==> src/rtl/video_pkg.sv <==
// video_pkg: shared state encoding, default raster timing and pixel width for the video stream transmitter.
package video_pkg;

    localparam int PIX_W          = 24;
    localparam int DEF_PIC_WIDTH  = 640;
    localparam int DEF_PIC_HEIGHT = 480;
    localparam int DEF_H_BLANK    = 16;
    localparam int DEF_V_PRE      = 4;
    localparam int DEF_V_POST     = 4;

    typedef enum logic [2:0] {
        IDLE   = 3'd0,
        VPRE   = 3'd1,
        ACTIVE = 3'd2,
        HBLANK = 3'd3,
        VPOST  = 3'd4
    } state_t;

    // a count of 1 still needs a 1-bit register
    function automatic int cnt_w(input int n);
        return (n > 1) ? $clog2(n) : 1;
    endfunction

endpackage

==> src/rtl/video_stream_tx.sv <==
// video_stream_tx: turns a valid/ready RGB888 pixel source into a registered vsync/href/clken raster stream.
module video_stream_tx
    import video_pkg::*;
#(
    parameter int PIC_WIDTH  = DEF_PIC_WIDTH,
    parameter int PIC_HEIGHT = DEF_PIC_HEIGHT,
    parameter int H_BLANK    = DEF_H_BLANK,
    parameter int V_PRE      = DEF_V_PRE,
    parameter int V_POST     = DEF_V_POST
) (
    input  logic             clk,
    input  logic             rst_n,
    input  logic             start,
    input  logic             src_valid,
    input  logic [PIX_W-1:0] src_data,
    output logic             src_ready,
    output logic             post_frame_vsync,
    output logic             post_frame_href,
    output logic             post_frame_clken,
    output logic [PIX_W-1:0] post_img,
    output logic             busy,
    output logic             frame_done,
    output logic             underflow
);

    localparam int TMAX = (V_PRE > H_BLANK) ? ((V_PRE > V_POST) ? V_PRE : V_POST)
                                            : ((H_BLANK > V_POST) ? H_BLANK : V_POST);
    localparam int CW = cnt_w(PIC_WIDTH);
    localparam int RW = cnt_w(PIC_HEIGHT);
    localparam int TW = cnt_w(TMAX);

    localparam logic [CW-1:0] COL_LAST = CW'(PIC_WIDTH - 1);
    localparam logic [RW-1:0] ROW_LAST = RW'(PIC_HEIGHT - 1);
    localparam logic [TW-1:0] T_PRE    = TW'(V_PRE - 1);
    localparam logic [TW-1:0] T_HB     = TW'(H_BLANK - 1);
    localparam logic [TW-1:0] T_POST   = TW'(V_POST - 1);

    state_t        state, nxt;
    logic [CW-1:0] col, col_n;
    logic [RW-1:0] row, row_n;
    logic [TW-1:0] tcnt, tcnt_n;
    logic          accept;

    assign src_ready = rst_n && (state == ACTIVE);
    assign accept    = src_valid && src_ready;
    assign busy      = post_frame_vsync;

    always_comb begin
        nxt    = state;
        col_n  = col;
        row_n  = row;
        tcnt_n = tcnt;
        case (state)
            IDLE: begin
                nxt    = start ? VPRE : IDLE;
                tcnt_n = '0;
            end
            VPRE: begin
                nxt    = (tcnt == T_PRE) ? ACTIVE : VPRE;
                tcnt_n = (tcnt == T_PRE) ? '0 : tcnt + 1'b1;
                row_n  = '0;
                col_n  = '0;
            end
            ACTIVE: begin
                if (accept) begin
                    nxt   = (col != COL_LAST) ? ACTIVE : (row == ROW_LAST) ? VPOST : HBLANK;
                    col_n = (col == COL_LAST) ? '0 : col + 1'b1;
                end
                tcnt_n = '0;
            end
            HBLANK: begin
                nxt    = (tcnt == T_HB) ? ACTIVE : HBLANK;
                tcnt_n = (tcnt == T_HB) ? '0 : tcnt + 1'b1;
                row_n  = (tcnt == T_HB) ? row + 1'b1 : row;
            end
            VPOST: begin
                nxt    = (tcnt == T_POST) ? IDLE : VPOST;
                tcnt_n = (tcnt == T_POST) ? '0 : tcnt + 1'b1;
            end
            default: nxt = IDLE;
        endcase
    end

    always_ff @(posedge clk) begin
        if (!rst_n) begin
            state            <= IDLE;
            col              <= '0;
            row              <= '0;
            tcnt             <= '0;
            post_frame_vsync <= 1'b0;
            post_frame_href  <= 1'b0;
            post_frame_clken <= 1'b0;
            post_img         <= '0;
            frame_done       <= 1'b0;
            underflow        <= 1'b0;
        end else begin
            state            <= nxt;
            col              <= col_n;
            row              <= row_n;
            tcnt             <= tcnt_n;
            post_frame_vsync <= (nxt != IDLE);
            // href covers every ACTIVE cycle one clock late so it brackets the delayed clken exactly
            post_frame_href  <= ((state == ACTIVE) && (nxt == ACTIVE)) || accept;
            post_frame_clken <= accept;
            post_img         <= accept ? src_data : post_img;
            frame_done       <= (state == VPOST) && (nxt == IDLE);
            underflow        <= ((state == IDLE) && start) ? 1'b0
                              : ((state == ACTIVE) && !src_valid) ? 1'b1 : underflow;
        end
    end

endmodule

==> config.mk <==
export PLATFORM = sky130hd
export DESIGN_NAME = video_stream_tx
export DESIGN_NICKNAME = d
export VERILOG_FILES = /design/src/rtl/video_pkg.sv /design/src/rtl/video_stream_tx.sv
export SDC_FILE = /design/constraint.sdc
export NUM_CORES = 1
export LEC_CHECK = 0
export BUFFER_PORTS_ARGS = -buffer_cell sky130_fd_sc_hd__buf_2
export CORE_ASPECT_RATIO = 0.6
export CORE_UTILIZATION = 30
export DETAILED_ROUTE_END_ITERATION = 10
export GPL_TIMING_DRIVEN = 1
export PLACE_DENSITY = 0.51
export SYNTH_ARGS = -nofsm -noshare
export SYNTH_HDL_FRONTEND = slang
export SYNTH_SLANG_ARGS = --single-unit
==> constraint.sdc <==
create_clock -name clk -period 2.05 [get_ports clk]
set_input_delay 0 -clock clk [delete_from_list [all_inputs] [get_ports clk]]
set_output_delay 0 -clock clk [all_outputs]
set_load 0.1 [all_outputs]
==> results of run 1 <==
synthesized netlist by cell type, types with 3 or more instances:
| cell | count |
|---|---|
| nor2_1 | 17 |
| buf_4 | 4 |
| o21ai_0 | 29 |
| and3_1 | 4 |
| nor3_1 | 3 |
| xnor2_1 | 9 |
| nor2b_1 | 5 |
| ha_1 | 3 |
| nand4_1 | 5 |
| o31ai_1 | 4 |
| and2_1 | 3 |
| nand3_1 | 5 |
| dfxtp_1 | 55 |
| clkbuf_1 | 8 |
| nand2_1 | 59 |
| a21oi_1 | 8 |
| a211oi_1 | 5 |
| inv_1 | 6 |
| or3_1 | 3 |
| mux2i_1 | 3 |
| buf_2 | 4 |
kinds of logic after synthesis:
kind of cell | after synthesis | synth area share (%)
AND/OR/NAND/NOR | 122 | 25.2
buffers and inverters | 24 | 4.78
XOR/XNOR | 10 | 3.56
multiplexers | 4 | 1.68
adder cells (fa/ha/maj) | 3 | 1.53
AO/OA/AOI/OAI | 69 | 18.4
flip-flops | 55 | 44.8
state kept, by name, indices dropped and copies added, names as in the netlist, 3 cells and up:
name / count
tcnt: 4
col: 10
post_img: 24
row: 9
state: 3
routing by layer:
layer  global-route usage (%)  share of wire [%]  vias up
li1                         -                  -     1167
met5                        0                  0        -
met4                     5.49                1.2        0
met1                     21.8                 54     1019
met3                     4.09                7.6        6
met2                     18.6                 37       77
layout make-up:
| class | instances | area, sq um | share of cell area (%) |
|---|---|---|---|
| flip-flops and latches | 55 | 1100 | 33.7 |
| clock inverters | 1 | 8.76 | 0.268 |
| multi-input cells | 208 | 1240 | 37.9 |
| repair buffers | 92 | 618 | 18.9 |
| clock buffers | 7 | 143 | 4.36 |
| well taps | 108 | 135 | 4.13 |
| inverters | 7 | 26.3 | 0.803 |
power by group through the flow:
stage / clock network (uW) / logic [uW] / registers, uW
6_report: 881 / 187 / 1080
5_1_grt: 945 / 203 / 1090
4_1_cts: 901 / 185 / 1080
3_5_place_dp: 0 / 149 / 1110
3_3_place_gp: 0 / 150 / 1110
2_1_floorplan: 0 / 89.3 / 1120
worst reg2reg max path: stages (launching register included):
cell     delay, ns
dfxtp_1       0.37
ha_1          0.32
nand3_2       0.17
a211o_1       0.37
or4_1         0.48
a21oi_1       0.15
through the flow:
step           util, %  setup WS, ns
6_report          41.3         0.126
5_1_grt           41.3       0.00170
4_1_cts           41.3         0.113
3_5_place_dp      36.4         0.134
3_3_place_gp      36.4         0.219
2_1_floorplan        -         0.330
worst max-delay path by stage:
stage / end / slack (ns) / depth (start not counted)
CTS: row[7] / 0.11 / 5
detailed placement: row[7] / 0.13 / 5
global route: row[7] / 0.002 / 5
floorplan: row[7] / 0.33 / 5
finish: row[7] / 0.13 / 5
global placement: row[7] / 0.22 / 5
==> flow_summary.ini, run 1 <==
[final_layout]
n_fill_cell = 776
area_growth_pct = 33.1
fin_nets = 400
fin_cells = 478
final_cell_mix = nand2_1 (59), buf_2 (58), dfxtp_1 (55)
layout_commonest_cell = nand2_1
num_antenna_cells = 0
finalInstanceArea_sq_um = 3270
drive_gt1_share_pct = 23.8

[placed_design]
place_hpwl_mm = 4.18
dp_cells = 446
post_dp_cell_area_sq_um = 2880
io_buffers = 58
place.gp.congestion = 0.776

[timing]
hold_viol = 0
clock.fmax_mhz = 520
slew-limit-headroom_pct = 60.6
fin_setup_tns_ns = 0
drv_slew = 0
fin_worst_skew_ns = 0.00623
fin_crit_sh_pct = 93.8
rsz0062_at_grt = false
tightest_slew_ns = 0.576
finalSetupViolations = 0
post-route-min-period_ns = 1.92
hold_ws_ns = 0.0271

[power_and_ir_drop]
power.leakage_uw = 0.00128
netSwitchingFraction_pct = 23.3
power.internal_uw = 1650
p_sw_uw = 501
p_clk_share_pct = 40.9
p_total_uw = 2150
p_comb_share_pct = 8.7
power_frac_seq_pct = 50.4
powerDensity_nw_per_um2 = 658
ir_worst_vdd_mv = 0.295

[setup_path]
critPathSlowestCell = or4_1
cp_data_required_time_ns = 2.28
slowest_delay_ns = 0.48
critPathArrivalTime_ns = 2.15
r2r_start = tcnt[0]
rrSetupSlack_ns = 0.13
critical_path_class = register to register
startpoint_type = register
path_cells = ha_1, nand3_2, a211o_1, or4_1, a21oi_1
end_kind = register
cp_max_fo = 7
critical-path-top-delay-family = simple AND/OR/NAND/NOR gates
cp_num_buf_inv = 0
startpoint = tcnt[0]
r2r_cells = 5
r2r-end = row[7]

[die]
die_x_um = 119
dieArea_sq_um = 8570
die_y_um = 72.1
io_pins = 59
start_util_pct = 31.1
core_area_sq_um = 7910
row_count = 25

[run_status]
status = finished, final reports clean

[clock_network]
cts_tree = done
numCtsBuffers = 5
cts.clk_slew.worst_paths_ns = 0.07
clock_sink_count = 55
ctsResizeCount = 0
htreeDepth = 2
ctsHoldBuffers = 24
cts_buffer_depth = 2
cts_root_buffer = clkbuf_16
clock_latency_ns = 0.29
post_cts_buffers = 0

[detailed_routing]
wl_mm = 6.04
vias_per_cell = 4.75
drt-wirelength-per-cell_um = 12.6
ant_nets = 0
vias = 2269
dr.pass1.iters = 4
dr.first_iter.drc_count = 166
drcViolationCount = 0

[yosys]
synthFlopType = dfxtp_1
yosysTopAreaCellShare_pct = 44.8
ys.warnings.count = 0
ys_ff_latch = 55
synth_area_per_cell_sq_um = 8.57
syn-cell-area_sq_um = 2460
async_flop_share_pct = 0
netlist_top_cells_area = dfxtp_1 (45%), nand2_1 (9.0%), o21ai_0 (5.9%)
synth_edf_count = 0
ys_seq_area_share_pct = 44.8
yosys.area.top_type = dfxtp_1
syn_nets = 318
synth.distinct_cells = 59
postSynthCellCount = 287

[grt]
antenna_found_initial = 0
grt_max_degree = 39
first_global_vias = 1914
overflow = 0
track_usage_pct = 14.4
grt_pass1_wl_mm = 9.63

[worst_hold_path]
hp-class = primary input to register
holdPathStages = 4
min-delay-start = start
worst_hold_path.endpoint = underflow

[run]
timing.max_cap.violations = 0
Note: power is estimated with default switching activity, not from simulation.
==> run 2: changes to the inputs <==
--- a/config.mk
+++ b/config.mk
@@ -6,11 +6,9 @@
 export NUM_CORES = 1
 export LEC_CHECK = 0
 export BUFFER_PORTS_ARGS = -buffer_cell sky130_fd_sc_hd__buf_2
-export CORE_ASPECT_RATIO = 0.6
 export CORE_UTILIZATION = 30
 export DETAILED_ROUTE_END_ITERATION = 10
 export GPL_TIMING_DRIVEN = 1
-export PLACE_DENSITY = 0.51
 export SYNTH_ARGS = -nofsm -noshare
 export SYNTH_HDL_FRONTEND = slang
 export SYNTH_SLANG_ARGS = --single-unit
==> run 2 against run 1 <==
Compared with the run above:
- cell count shrank 1.7%
- cell area fell by 2.1%
- fmax rose by 3.2%
==> flow_summary.ini, run 2 (synthesis gave the netlist of run 1 again) <==
[run_status]
status = finished, final reports clean

[final_layout]
num_antenna_cells = 0
area_growth_pct = 30.3
drive_gt1_share_pct = 23.6
top_regs = post_img: 24 flops, col: 10 flops, row: 9 flops
layout_commonest_cell = nand2_1
finalInstanceArea_sq_um = 3200
final_core_util_pct = 41.0
fin_cells = 470
final_cell_mix = nand2_1 (59), buf_2 (58), dfxtp_1 (55)
largest-register = post_img
fin_nets = 398
largest_register_ffs = 24

[placed_design]
post_dp_cell_area_sq_um = 2850
io_buffers = 58
dp_cells = 437
place.gp.congestion = 0.768
place_hpwl_mm = 3.88

[setup_path]
path_cells = ha_1, nand3_2, a211o_1, or4_1, a21oi_1
r2r_start = tcnt[0]
r2r_cells = 5
cp_max_fo = 7
cp_data_required_time_ns = 2.30
cp.depth = 5
critical_path_class = register to register
rrSetupSlack_ns = 0.19
critPathArrivalTime_ns = 2.12
startpoint_type = register
cp_num_buf_inv = 0
critPathSlowestCell = or4_1
end_kind = register
r2r-end = row[7]
critical-path-top-delay-family = simple AND/OR/NAND/NOR gates
slowest_delay_ns = 0.47

[clock_network]
cts_buffer_depth = 2
cts_root_buffer = clkbuf_8
clock_latency_ns = 0.31
cts.clk_slew.worst_paths_ns = 0.11
htreeDepth = 2
cts_tree = done
clock_sink_count = 55
post_cts_buffers = 0
numCtsBuffers = 5

[grt]
overflow = 0
track_usage_pct = 13.6
antenna_found_initial = 0
grt_max_degree = 50
first_global_vias = 2057
grt_pass1_wl_mm = 9.43

[detailed_routing]
dr.pass1.iters = 4
drt-wirelength-per-cell_um = 11.9
drcViolationCount = 0
ant_nets = 0
vias = 2229
wl_mm = 5.60
dr.first_iter.drc_count = 63
vias_per_cell = 4.74

[die]
row_count = 32
die_y_um = 92.5
start_util_pct = 31.5
dieArea_sq_um = 8560
core_area_sq_um = 7810
io_pins = 59
die_x_um = 92.5

[power_and_ir_drop]
p_total_uw = 1900
powerDensity_nw_per_um2 = 592
ir_worst_vdd_mv = 0.346
power.leakage_uw = 0.00125

[timing]
drv_slew = 0
post-route-min-period_ns = 1.86
hold_viol = 0
tightest_slew_ns = 0.534
rsz0062_at_grt = false
fin_worst_skew_ns = 0.0141
finalSetupViolations = 0
clock.fmax_mhz = 536
fin_setup_tns_ns = 0
fin_crit_sh_pct = 90.9
slew-limit-headroom_pct = 63.5

[worst_hold_path]
worst_hold_path.endpoint = underflow
holdPathStages = 4
hp-class = primary input to register
min-delay-start = src_valid

[run]
timing.max_cap.violations = 0
## run 2: changes by cell type in the layout (fill, tap and decap cells not counted), sizes merged
| cell | change |
|---|---|
| clkinvlp | +1 |
| buf | -3 |
| dlygate4sd3 | +1 |
| inv | +1 |
| clkbuf | -2 |
## run 2: worst max path at each step
stage          endpoint     from
2_1_floorplan    row[7]  tcnt[0]
3_5_place_dp     col[5]   col[0]
3_3_place_gp     row[7]  tcnt[0]
5_1_grt          row[7]  tcnt[0]
6_report         row[7]  tcnt[0]
4_1_cts        state[2]   col[0]
## run 2: per-layer routing
| layer | global-route usage (%) | routed length (um) | vias up |
|---|---|---|---|
| met5 | 0 | 0 | - |
| met4 | 5.08 | 97 | 0 |
| met3 | 2.87 | 138 | 7 |
| met2 | 23.1 | 2730 | 28 |
| met1 | 16.8 | 2630 | 1035 |
| li1 | - | - | 1159 |
## run 2: tightest hold or removal path, cell delays in order
cell and delay, ns:
buf_2 0.14, nor3_1 0.05, o21ai_0 0.13, a21boi_0 0.07
## run 2: timing repair
| item | in CTS | in global routing |
|---|---|---|
| resized for setup | 0 | 1 |
| hold endpoints to repair | 25 | 0 |
| endpoints found under the setup margin | 0 | 4 |
| hold buffers | 25 | 0 |
## run 2: area by class of cell
cell class / instances / area [sq um]
clock buffers: 5 / 68.8
clock inverters: 3 / 27.5
fillers: 766 / 4600
inverters: 7 / 26.3
multi-input cells: 208 / 1250
flip-flops and latches: 55 / 1100
well taps: 102 / 128
repair buffers: 90 / 606
## run 2: metrics by stage
step                hold slack [ns]  setup slack (ns)
floorplan                     0.109             0.330
global placement              0.192             0.246
CTS                           0.126             0.175
finish                        0.132             0.186
global route                  0.156            0.0566
detailed placement            0.199             0.221
## run 2: where the power goes
part / switching (uW) / internal [uW] / leakage (uW)
combinational: 95.9 / 81.9 / 0.000756
sequential: 9.49 / 1080 / 0.000444
clock: 382 / 252 / 0.0000463
total: 487 / 1410 / 0.00125
